File: src/rtl/dpot_sweep.sv
// Wiper sweep sequencer for the Pmod DPOT SPI writer: steps start_val -> end_val,
// one handshaked 8-bit write per point, optional dwell and triangle bounce.
module dpot_sweep #(
   parameter int DWELL_W = 16
) (
   input  logic               SCLK,
   input  logic               rst,
   input  logic               start,
   input  logic               stop,
   input  logic               triangle,
   input  logic [7:0]         start_val,
   input  logic [7:0]         end_val,
   input  logic [7:0]         step,
   input  logic [DWELL_W-1:0] dwell,
   output logic [7:0]         dpot_value,
   output logic               dpot_update,
   input  logic               dpot_ready,
   output logic               busy,
   output logic               done
);

   typedef enum logic [1:0] {IDLE, REQ, XFER, DWELL} state_t;

   typedef struct packed {
      logic [7:0]         sv;
      logic [7:0]         ev;
      logic [7:0]         stp;
      logic               bounce;
      logic [DWELL_W-1:0] dw;
   } cfg_t;

   state_t             state;
   cfg_t               cfg;
   logic [7:0]         cur, tgt;
   logic               stop_l;
   logic [DWELL_W-1:0] cnt;

   logic       halt, at_end, fin, adv;
   logic [7:0] nxt_tgt, nxt_cur;

   // Move c one step toward t; 9-bit math so the result clamps at t instead of wrapping.
   function automatic logic [7:0] step_to(input logic [7:0] c, input logic [7:0] t,
                                          input logic [7:0] s);
      logic [8:0] sum, diff;
      sum  = {1'b0, c} + {1'b0, s};
      diff = {1'b0, c} - {1'b0, s};
      if (t >= c) return (sum > {1'b0, t}) ? t : sum[7:0];
      else        return (diff[8] || diff[7:0] < t) ? t : diff[7:0];
   endfunction

   always_comb begin
      halt    = stop_l | stop;
      at_end  = (cur == tgt);
      nxt_tgt = tgt;
      if (at_end) nxt_tgt = (tgt == cfg.ev) ? cfg.sv : cfg.ev;
      nxt_cur = step_to(cur, nxt_tgt, cfg.stp);
      fin     = halt | (at_end & ~cfg.bounce);
      adv     = ((state == XFER) && dpot_ready && (cfg.dw == '0)) ||
                ((state == DWELL) && (cnt <= DWELL_W'(1)));
   end

   always_ff @(posedge SCLK or posedge rst) begin
      if (rst) begin
         state       <= IDLE;
         cfg         <= '0;
         cur         <= '0;
         tgt         <= '0;
         stop_l      <= 1'b0;
         cnt         <= '0;
         dpot_value  <= '0;
         dpot_update <= 1'b0;
         busy        <= 1'b0;
         done        <= 1'b0;
      end else begin
         done <= 1'b0;
         if (state != IDLE && stop) stop_l <= 1'b1;
         case (state)
            IDLE: begin
               stop_l <= start & stop;
               if (start) begin
                  cfg         <= '{sv: start_val, ev: end_val,
                                   stp: (step == 8'd0) ? 8'd1 : step,
                                   bounce: triangle, dw: dwell};
                  cur         <= start_val;
                  tgt         <= end_val;
                  dpot_value  <= start_val;
                  dpot_update <= 1'b1;
                  busy        <= 1'b1;
                  state       <= REQ;
               end
            end
            REQ: if (!dpot_ready) begin
               dpot_update <= 1'b0;
               state       <= XFER;
            end
            XFER: if (dpot_ready && cfg.dw != '0) begin
               cnt   <= cfg.dw;
               state <= DWELL;
            end
            DWELL: if (cnt > DWELL_W'(1)) cnt <= cnt - DWELL_W'(1);
            default: state <= IDLE;
         endcase
         // Write boundary: either finish or launch the next point.
         if (adv) begin
            if (fin) begin
               state <= IDLE;
               busy  <= 1'b0;
               done  <= 1'b1;
            end else begin
               cur         <= nxt_cur;
               tgt         <= nxt_tgt;
               dpot_value  <= nxt_cur;
               dpot_update <= 1'b1;
               state       <= REQ;
            end
         end
      end
   end

endmodule

File: config.mk
export PLATFORM = sky130hd
export DESIGN_NAME = dpot_sweep
export DESIGN_NICKNAME = d
export VERILOG_FILES = /design/src/rtl/dpot_sweep.sv
export SDC_FILE = /design/constraint.sdc
export NUM_CORES = 1
export LEC_CHECK = 0
export ABC_AREA = 1
export CAP_MARGIN = 5
export CORE_AREA = 2 2 113 115
export DETAILED_ROUTE_END_ITERATION = 10
export DIE_AREA = 0 0 115 117
export GPL_ROUTABILITY_DRIVEN = 0
export PLACE_DENSITY = 0.77
export SLEW_MARGIN = 20
export SYNTH_ARGS = -nofsm -noshare
export SYNTH_HDL_FRONTEND = slang
export SYNTH_SLANG_ARGS = --single-unit
export TNS_END_PERCENT = 100
File: constraint.sdc
create_clock -name SCLK -period 3.75 [get_ports SCLK]
set_clock_uncertainty 0.05 [all_clocks]
set_input_delay 1.125 -clock SCLK [delete_from_list [all_inputs] [get_ports SCLK]]
set_output_delay 1.125 -clock SCLK [all_outputs]
set_load 0.01 [all_outputs]
# Yosys cells after proc, flatten, opt, wreduce, memory -nomap -nowiden
# Cells that the tools add are included.
# totals
ff_bits	87
in_bits	46
output_inout_bits	11
wordCells	95
# classes
n_addsub	3
magnitude_cmp	5
n_eq_ne	10
muxes	40
bitwise_logic	5
reduce_logical	18
# ops
cell	n
$mux 8	18
$mux 16	2
$pmux 16 s2	1
$eq 8x8->1	2
$gt 16x1->1 const B	1
$le 16x1->1 const B	1
$logic_not 16->1	1
$reduce_bool 16->1	1
$sub 16x1->16 const B	1
$mux 1	13
$add 8x8->9	1
$gt 9x8->1	1
$sub 8x8->9	1
$ge 8x8->1	1
$logic_not 8->1	1
$lt 8x8->1	1
$mux 2	4
$ne 3x3->1 const B	2
$pmux 2 s3	1
$reduce_bool 2->1	3
$logic_and 1x1->1	5
$eq 2x2->1 const B	2
$ne 2x1->1 const B	2
$reduce_and 4->1	1
11 further kinds	14

# Longest topological paths before layout
# logic_depth
ltp_word	9
mapped_depth	23
mapped_depth_nobuf	23

# Worst setup path after synthesis
# OpenSTA, ideal clock, no wires.
# synth_timing
path_type	flip-flop to flip-flop
startpoint	register cur[1]
endpoint	register dpot_value[1]
setup_ps	113
arrival_ps	2839
t_required_ps	3587
path_slack_ps	748
stages_incl_launch_ff	21
n_path_buf	1
period_less_slack_ps	3002
path_cell_list	dfrtp_1 > xor2_1 > nor2_1 > nand2_1 > nor2_8 > buf_2 > nor2_1 > a31oi_1 > inv_1 > ha_1 > nand4_1 > o221ai_1 > nand4_1 > nand2_1 > nand2_1 > nand2_2 > nand3_1 > nand3_1 > nand3_1 > nand2_1 > inv_1
# synth_between
elab_chain_len	8
elab_cells_between_ends	15
cone_classes	add/sub: 2; order compare: 3; eq/ne: 1; mux: 6; bitwise: 2; reduce/logical: 1
# synth_rtl
element	line_no	text
start, declared	34	logic [7:0] cur, tgt;
start signal, assigned	84	cur <= start_val;
start signal, assigned	110	cur <= nxt_cur;
branches (longest 6 deep; another with $sub 8x8->9)	--	
$mux 8 *	105	if (fin) begin
$mux 8 *	104	if (adv) begin
end signal, assigned	86	dpot_value <= start_val;
end signal, assigned	112	dpot_value <= nxt_cur;
end, declared	15	output logic [7:0] dpot_value,
# Every way passes the cells marked *.
# A chain may end at the register's enable or synchronous reset.

# Worst setup path after layout
# layout_timing
startpoint	register cur[0]
endpoint	register dpot_value[7]
# Same word-level chain as after synthesis.

==> impl_metrics.ini <==
[cts]
cts_max_path_buffers = 2
cts-buffers-inserted = 9
htreeDepth = 3
clk_latency_ns = 0.35
cts_tree = built
cts_sinks = 87
clkTransAtPathRegs_ns = 0.07
cts-root-buf = clkbuf_16

[die]
dieArea_um2 = 13500
core-area_um2 = 12300
ios = 57
fp.dieW_um = 115
die_h_um = 117
initial_core_util_pct = 48.7
rows = 41

[route]
vias_per_cell = 5.33
totalWireLength_um = 15300
drt-pass1-iter-count = 5
ant_nets = 0
vias = 5510
drc = 0
wire_per_inst_um = 14.8
drt_iter0_drc = 357

[yosys]
synth-seq-cells = 87
synth_edf_count = 0
yosys_warnings = 0
ys_seq_area_share_pct = 36.3
synth_ff_type = dfrtp_1
avgSynthCellArea_um2 = 7.35
syn_inst = 816
synth_nets = 908
syn_area_um2 = 6000
yosysUniqueCellTypes = 46
async_flop_share_pct = 100

[layout]
stdcell_count = 1034
most-common-layout-cells = nand2_1 (226), inv_1 (115), dfrtp_1 (86), nand3_1 (60), clkdlybuf4s50_1 (56)
layout.nets = 971
fillers = 1131
multi_input_area_um2 = 3280
final_layout_size_suffix_gt1_share_pct = 7.58
area.sequential_um2 = 2180
num_antenna_cells = 0
final_common_cell = nand2_1
area_growth_pct = 18.5
fin_util_pct = 57.7

[timing]
worstMarginPinSlew_ns = 0.790
layout_setup_ws_ns = 0.348
max_freq_ghz = 0.294
setup_viol = 0
maxSlewViolCount = 0
tns_ns = 0
hold_violations = 0
timing.final.crit_share_pct = 90.7
grt_setup_unrepaired = false
worst_slew_margin_rel_pct = 47.0
layout_min_cycle_time_ns = 3.40

[global_routing]
grt_antenna_before_repair = 0
overflow = 0
grt_pass1_vias = 5152
grt_first_pass_wirelength_um = 25200
grt.total_usage_pct = 24.0
grt_max_degree = 88

[worst_setup_path]
crit_top_cell = nand2_1
cp_max_fo = 15
end_kind = flop
r2r_end = dpot_value[7]
reg2regPathDepth = 20
critPathMaxStageDelay_ns = 0.46
worst_setup_path_start_kind = flop
critPathSlowestCell = dfrtp_1
path_class = flop to flop
arrival_ns = 3.64
r2r_start = cur[0]
crit_required_ns = 3.99
path_cells = xor2_1, nor2_1, nand2_1, nor2_8, nor2_1, a31oi_1, inv_1, ha_1, nand4_1, o221ai_1, nand4_1, nand2_1, nand2_1, nand2_2, nand2_4, nand2_1, nand3_1, nand2_1, nand2_1, nand2_1
reg2reg_slack_ns = 0.35

[hold_path]
whs_path_depth = 2
min_to = cfg[33]
holdCritStartpoint = cfg[33]
hold_path_class = flop to flop

[placed_design]
dp.cells = 1017
place_ws_ns = 0.294
place_hpwl_um = 11500
port_buffers = 56

[run_status]
status = finished, final reports clean

[job]
cap_violations = 0
[metrics by stage]
step	hold slack [ns]	area, um2
floorplan	0.399	6000
finish	0.446	7110
detailed placement	0.430	6820
CTS	0.445	7100
global route	0.476	7110
global placement	0.416	6820
[logic make-up (layout without fill, tap and decap cells)]
family,after synthesis,in the layout,synth area share (%)
and+or+nand+nor,376,376,27.4
buffers and inverters,145,213,9.15
AOI/OAI and AO/OA,138,138,13.7
DFF,87,87,36.3
adders and majority gates,46,46,9.84
xor gates and xnor gates,22,22,3.21
muxes,2,2,0.375
[cells in the mapped netlist, drive strengths merged, types with 2 or more instances]
| library cell | instances | area, um2 |
|---|---|---|
| o21bai | 7 | 60.1 |
| xnor2 | 4 | 35.0 |
| nand3 | 64 | 340 |
| buf | 4 | 18.8 |
| ha | 44 | 551 |
| inv | 120 | 450 |
| o21a | 2 | 15.0 |
| a21oi | 38 | 194 |
| o221ai | 8 | 70.1 |
| clkbuf | 18 | 68.8 |
| o31ai | 3 | 22.5 |
| nor4 | 6 | 37.5 |
| mux2 | 2 | 22.5 |
| a31oi | 10 | 62.6 |
| nor3 | 8 | 45.0 |
| clkinv | 3 | 11.3 |
| nor2 | 50 | 206 |
| nand4 | 6 | 37.5 |
| o21ai | 52 | 260 |
| xor2 | 18 | 158 |
| dfrtp | 87 | 2180 |
| o211ai | 8 | 60.1 |
| a22oi | 2 | 15.0 |
| fa | 2 | 40.0 |
| nand2 | 240 | 963 |
[layer usage]
metal	part of all wire (%)	vias up	wire, um	global-route usage (%)
met3	4.8	30	738	3.24
met2	48	177	7330	40.4
met5	0	-	0	0
met1	44	2521	6760	31.7
li1	-	2782	-	-
met4	2.7	0	419	9.40
[sequential cells by signal (all words and copies together), names as in the netlist, 2 cells and up]
register / count
cfg: 41
cnt: 16
cur: 8
tgt: 8
dpot_value: 8
state: 2
[worst max-delay path by stage]
stage            from            end  slack, ns  cells past startpoint
6_report       cur[0]  dpot_value[7]       0.35                     20
5_1_grt        cur[0]         cur[7]       0.06                     20
3_5_place_dp   cur[1]  dpot_value[7]       0.29                     19
3_3_place_gp   tgt[0]  dpot_value[7]       0.38                     22
4_1_cts        cur[1]  dpot_value[7]       0.25                     19
2_1_floorplan     rst           busy       0.32                      1
[area by class of cell]
class                      count  area share, %
multi-input combinational    584           46.1
sequential                    87           30.6
clock buffer                   9           3.17
clock inverter                 7          0.792
tap                          150           2.64
inverter                     123           6.51
timing repair buffer          74           10.1
[worst max-delay path, delay by kind of cell (launching register included)]
kind	cells	cell delay, ns
DFF	1	0.46
adders and majority gates	1	0.36
xor gates and xnor gates	1	0.19
and+or+nand+nor	15	1.72
AOI/OAI and AO/OA	2	0.39
buffers and inverters	1	0.15
[what timing repair did]
action	4_1_cts	5_1_grt
resized for setup	0	4
endpoints found under the hold margin	0	0
buffers inserted	0	1
setup endpoints to repair	0	16
hold buffers	0	0
Power is left out: the tool's default activity adds up to more than one toggle a clock period on the data nets, which glitch-free logic cannot reach.
